<file path="config.mk">
export PLATFORM = sky130hd
export DESIGN_NAME = alu
export DESIGN_NICKNAME = d
export VERILOG_FILES = /design/src/rtl/alu_pkg.sv /design/src/rtl/alu_shifter.sv /design/src/rtl/alu.sv
export SDC_FILE = /design/constraint.sdc
export NUM_CORES = 1
export LEC_CHECK = 0
export CORE_AREA = 2 2 39 41
export CTS_CLUSTER_SIZE = 28
export DETAILED_ROUTE_END_ITERATION = 10
export DIE_AREA = 0 0 41 43
export PLACE_DENSITY = 0.66
export REMOVE_ABC_BUFFERS = 1
export SYNTH_ARGS = -nofsm -noshare
export SYNTH_HDL_FRONTEND = slang
export SYNTH_SLANG_ARGS = --single-unit
</file>
<file path="constraint.sdc">
create_clock -name clk -period 1.8 [get_ports clk]
set_input_delay 0.36 -clock clk [delete_from_list [all_inputs] [get_ports clk]]
set_output_delay 0.36 -clock clk [all_outputs]
set_load 0.05 [all_outputs]
</file>
<file path="src/rtl/alu_pkg.sv">
// Shared ALU definitions: operation encodings, default width and the parity helper.
// PF generation in the top level is enabled by the ALU_PARITY_EN macro.
package alu_pkg;

    localparam logic OP_NOT = 1'b0;
    localparam logic OP_SHL = 1'b1;

    localparam int unsigned ALU_WIDTH_DEF = 5;

    // Even-parity flag: 1 when the value holds an even number of ones (zero extension is harmless).
    function automatic logic even_parity(input logic [31:0] value);
        return ~(^value);
    endfunction

endpackage

</file>
<file path="src/rtl/alu_shifter.sv">
// Combinational logical left barrel shifter with carry-out of the last bit shifted out.
// Shifting the value one bit wider than A leaves the carry in the extra MSB for every B.
module alu_shifter #(
    parameter int unsigned WIDTH = 5
) (
    input  logic [WIDTH-1:0] a_i,
    input  logic [WIDTH-1:0] b_i,
    output logic [WIDTH-1:0] res_o,
    output logic             cout_o
);

    logic [WIDTH:0] ext_s;

    // Extended shift: bit WIDTH holds A[WIDTH-B] for 1<=B<=WIDTH and zero otherwise.
    always_comb begin
        ext_s = {1'b0, a_i} << b_i;
    end

    assign res_o  = ext_s[WIDTH-1:0];
    assign cout_o = ext_s[WIDTH];

endmodule

</file>
<file path="src/rtl/alu.sv">
// Registered two-operation ALU (bitwise NOT, logical shift left) with CF/SF/ZF flags.
// Defining ALU_PARITY_EN adds a registered even-parity output PF.
module alu
    import alu_pkg::*;
#(
    parameter int unsigned WIDTH = ALU_WIDTH_DEF
) (
    input  logic             clk,
    input  logic             rst,
    input  logic [WIDTH-1:0] A,
    input  logic [WIDTH-1:0] B,
    input  logic             OP,
    output logic [WIDTH-1:0] R,
    output logic             CF,
    output logic             SF,
    output logic             ZF
`ifdef ALU_PARITY_EN
    ,
    output logic             PF
`endif
);

    logic [WIDTH-1:0] shl_res_s;
    logic             shl_cout_s;
    logic [WIDTH-1:0] r_d, r_q;
    logic             cf_d, cf_q;
    logic             sf_d, sf_q;
    logic             zf_d, zf_q;

    alu_shifter #(
        .WIDTH (WIDTH)
    ) u_shifter (
        .a_i    (A),
        .b_i    (B),
        .res_o  (shl_res_s),
        .cout_o (shl_cout_s)
    );

    // Operation mux; flags are derived from this same next result so they never mix cycles.
    always_comb begin
        r_d  = {WIDTH{1'b0}};
        cf_d = 1'b0;
        case (OP)
            OP_NOT: begin
                r_d  = ~A;
                cf_d = 1'b0;
            end
            OP_SHL: begin
                r_d  = shl_res_s;
                cf_d = shl_cout_s;
            end
            default: begin
                r_d  = {WIDTH{1'b0}};
                cf_d = 1'b0;
            end
        endcase
        sf_d = r_d[WIDTH-1];
        zf_d = (r_d == {WIDTH{1'b0}});
    end

    // Output registers; reset presents a consistent all-zero result (ZF set).
    always_ff @(posedge clk or posedge rst) begin
        if (rst) begin
            r_q  <= {WIDTH{1'b0}};
            cf_q <= 1'b0;
            sf_q <= 1'b0;
            zf_q <= 1'b1;
        end else begin
            r_q  <= r_d;
            cf_q <= cf_d;
            sf_q <= sf_d;
            zf_q <= zf_d;
        end
    end

    assign R  = r_q;
    assign CF = cf_q;
    assign SF = sf_q;
    assign ZF = zf_q;

`ifdef ALU_PARITY_EN
    logic pf_d, pf_q;

    // Parity of the next result, zero extended to the helper's fixed width.
    always_comb begin
        pf_d = even_parity(32'(r_d));
    end

    // PF is forced low in reset to match the other reset flags.
    always_ff @(posedge clk or posedge rst) begin
        if (rst) begin
            pf_q <= 1'b0;
        end else begin
            pf_q <= pf_d;
        end
    end

    assign PF = pf_q;
`endif

endmodule

</file>
# After elaboration in Yosys (flattened, before gate mapping)
# Index checks and enable logic that the tools add are counted.
# W data, S select, Z words.
# word_totals
input_bits	13
register_bits	8
wordCells	10
# classes
bitwise	2
reduce_logical	1
n_mux	2
n_shift	1
# op_table
op	count
$pmux W5 S2	1
$shl A5 B5 Y6	1
$logic_not A5 Y1	1
$not A5 Y5	1
$pmux W1 S2	1
$not A1 Y1	1

# Depth between registers and ports, before layout
# depth
word_depth	3
depth_mapped	5
mapped_depth_nobuf	4

# Cells and area by module
# From an unflattened synthesis, not the netlist that was laid out.
# hier_totals
hier_cells	48
hier_area_um2	464.2
# modules_own_cells
module	seq_area_each_um2	cells_each	area_per_inst_um2	n_inst
alu	176.4	25	290.3	1
alu_shifter	0.0	23	173.9	1

# Least setup slack after synthesis
# No wires, ideal clock.
# synth_timing
path_type	input-to-reg
from	in B[0]
to	reg r_q[4], in the netlist R[4]
cell_stages	4
setup_ps	78
path_buffers	1
arrival_time_ps	1253
required_ps	1722
setup_slack_ps	469
path_cell_list	buf_6 or4_1 a31oi_1 o21bai_1
# synth_between
elab_chain_len	2
# synth_rtl
item	line_no	source
start, declared	alu.sv:11	input logic [WIDTH-1:0] B,
$shl A5 B5 Y6	alu_shifter.sv:16	ext_s = {1'b0, a_i} << b_i;
$pmux W5 S2	alu.sv:43	case (OP)
via r_d[4]	alu.sv:25	logic [WIDTH-1:0] r_d, r_q;
end signal, assigned	alu.sv:64	r_q <= {WIDTH{1'b0}};
end signal, assigned	alu.sv:69	r_q <= r_d;
end, declared	alu.sv:25	
# The timed path passes the listed nets, and every way through them passes these cells.

# Worst setup path after layout
# layout_timing
from	reg cf_q, in the netlist CF
to	out CF
# layout_lines
item	line_no	source
start, declared	alu.sv:26	logic cf_d, cf_q;
start signal, assigned	alu.sv:65	cf_q <= 1'b0;
start signal, assigned	alu.sv:70	cf_q <= cf_d;
end, declared	alu.sv:14	output logic CF,
# No word-level cell between the ends.

==> flow_metrics.py <==
metrics = {
    "sta": {
        "max-slew-margin-rel_pct": 67.5,
        "hold_viol": 0,
        "clock.fmax_mhz": 588,
        "rsz0062_at_grt": "false",
        "worst_slew_pin_slew_ns": 0.486,
        "drv_slew": 0,
        "setup_viol": 0,
        "min_period_ns": 1.70,
        "post-route-period-util_pct": 94.5,
    },
    "clock_tree": {
        "clk_path_buf_depth": 2,
        "holdBufCountCts": 0,
        "numCtsBuffers": 3,
        "path_clk_slew_ns": 0.05,
        "cts_tree": "done",
        "post_cts_resized": 0,
        "htreeDepth": 1,
        "cts_setup_buffers": 0,
        "cts-root-buf": "clkbuf_4",
        "cts_sinks": 7,
    },
    "die": {
        "die_area_um2": 1760,
        "core_um2": 1380,
        "die_w_um": 41,
        "rows": 14,
        "ios": 21,
        "initial_core_util_pct": 33.7,
        "die_y_um": 43,
    },
    "routing": {
        "drc": 0,
        "drtAntennaViolNets": 0,
        "dr.first_iter.drc_count": 4,
        "vias": 474,
        "drt_wl_total_um": 1100,
        "dr.pass1.iters": 4,
        "routedWlPerCell_um": 11.9,
        "viasPerCell": 5.10,
    },
    "critical_path": {
        "slowest_stage": "clkdlybuf4s50_1",
        "path_cells": "clkdlybuf4s50_1",
        "cp-end-kind": "primary output",
        "max_stage_delay_ns": 0.79,
        "critPathLaunchType": "flop",
        "path_max_fanout": 1,
        "cp_top_family": "buffers and inverters",
        "cp.required_ns": 1.44,
        "crit_arrival_ns": 1.34,
        "crit_type": "reg2out",
        "critPathBufInv": 1,
    },
    "layout": {
        "finalInstanceArea_um2": 726,
        "drive_above_1_share_pct": 31.2,
        "nNetsFinal": 91,
        "syn2layout_area_growth_pct": 55.5,
        "fillerInstances": 135,
        "antenna_cells": 0,
        "postLayoutCoreUtil_pct": 52.4,
        "regArea_um2": 176,
        "multi_input_comb_area_um2": 245,
    },
    "logic_synthesis": {
        "synth-compound-area-share_pct": 17.2,
        "synthMuxAreaShare_pct": 13.7,
        "synth_area_per_cell_um2": 9.72,
        "synthXorXnorAreaFrac_pct": 0,
        "synthCells": 48,
        "netlist_area_um2": 467,
        "yosys_warnings": 0,
        "seq_area_frac_synth_pct": 37.8,
        "synth_top_family_by_area": "simple AND/OR/NAND/NOR gates",
        "synthSimpleGateAreaFrac_pct": 21.7,
        "yosys.cell_types.count": 26,
        "synth_seq_cells": 7,
        "synth-adder-area-share_pct": 0,
    },
    "power_and_ir_drop": {
        "power_switching_uw": 134,
        "vdd_ir_drop_max_mv": 0.236,
        "p_clk_share_pct": 28.3,
        "swShare_pct": 29.2,
        "leakage_nw": 0.326,
        "pwr-share-comb_pct": 34.4,
        "p_per_area_nw_per_um2": 632,
        "fin_total_pwr_uw": 459,
        "seqPwrFrac_pct": 37.3,
        "p_int_uw": 325,
    },
    "place": {
        "gp_congestion": 0.796,
        "place_hpwl_um": 953,
        "placement.io_buffers": 20,
        "place_area_um2": 699,
    },
    "global_routing": {
        "grt_pass1_vias": 454,
        "grt_overflow": 0,
        "grt_max_degree": 8,
        "antenna_found_initial": 0,
        "grt_first_pass_wirelength_um": 1830,
        "grt_use_total_pct": 14.7,
    },
    "run": {
        "cap_violations": 0,
    },
    "min_path": {
        "hold_path_class": "in2async",
    },
    "outcome": {
        "status": "completed",
    },
}
## logic make-up after synthesis
kind of cell	Yosys count
compound gates	11
flops	7
simple gates	19
buf+inv	6
mux	5
## placed cells by master, fill, tap and decap left out, drive strengths merged, types with 2 or more instances in the layout
master         netlist  final
nor2                 4      4
buf                  4     16
dfrtp                6      6
mux2i                3      3
clkbuf               0      4
nand3                3      3
o22ai                3      3
nand2                4      4
o21ai                2      2
nor2b                2      2
inv                  2      2
clkdlybuf4s50        0     13
## layer usage
metal	vias up	global-route usage (%)	part of all wire [%]
met4	0	7.33	2.3
li1	234	-	-
met3	4	2.09	8.3
met1	215	17.9	40
met2	21	23.8	49
met5	-	0	0
## how the worst max path moves through the flow
stage               start    to  slack [ns]  cells past startpoint
floorplan            R[4]  R[4]        0.56                      0
global placement     B[1]  R[4]       -0.08                      5
detailed placement   B[1]  R[4]       -0.10                      5
CTS                    CF    CF        0.09                      1
global route         B[0]    ZF        0.05                      5
finish                 CF    CF         0.1                      1
## cell type report
type                            instances  area share (%)
Inverter                                2            1.03
Clock buffer                            4            3.62
Tap cell                               16            2.76
Multi-Input combinational cell         35            33.8
Sequential cell                         7            24.3
Timing Repair Buffer                   29            34.5
## power by group through the flow
stage | Sequential, mW | Combinational [mW] | Clock, mW
finish | 0.171 | 0.158 | 0.130
global route | 0.172 | 0.170 | 0.144
CTS | 0.171 | 0.158 | 0.136
detailed placement | 0.174 | 0.158 | 0
global placement | 0.173 | 0.157 | 0
floorplan | 0.214 | 0.0372 | 0
## through the flow
stage / worst slack, ns / TNS (ns) / hold WS (ns) / instances
after global routing: 0.0498 / 0 / 0.382 / 93
after CTS: 0.0900 / 0 / 0.372 / 93
after detailed placement: -0.104 / -0.180 / 0.621 / 89
after floorplan: 0.557 / 0 / 0.163 / 44
after global placement: -0.0806 / -0.109 / 0.601 / 89
final: 0.0994 / 0 / 0.362 / 93
## cells in the mapped netlist
library cell  instances  area (um^2)
or4_1                 1         7.51
a2bb2oi_1             1         8.76
nand2_1               4         15.0
inv_1                 2         7.51
buf_6                 2         22.5
o22a_2                1         10.0
or2b_2                1         8.76
mux2i_1               3         30.0
dfstp_2               1         26.3
mux4_2                1         22.5
o21bai_1              1         7.51
o2111ai_1             1         8.76
buf_4                 2         15.0
a41o_1                1         10.0
nor2b_1               2         12.5
o21ai_0               2         10.0
nor3_1                1         5.00
mux2_2                1         11.3
dfrtp_1               6          150
nand3b_1              1         7.51
o22ai_1               3         18.8
a31oi_1               1         6.26
nor2_1                4         15.0
nand4b_1              1         8.76
nand3_1               3         15.0
and2_1                1         6.26
## registers in the layout, summed over array words and instances (netlist names)
name  count
R         5
ZF        1
CF        1
Power figures use the tool's default switching activity.
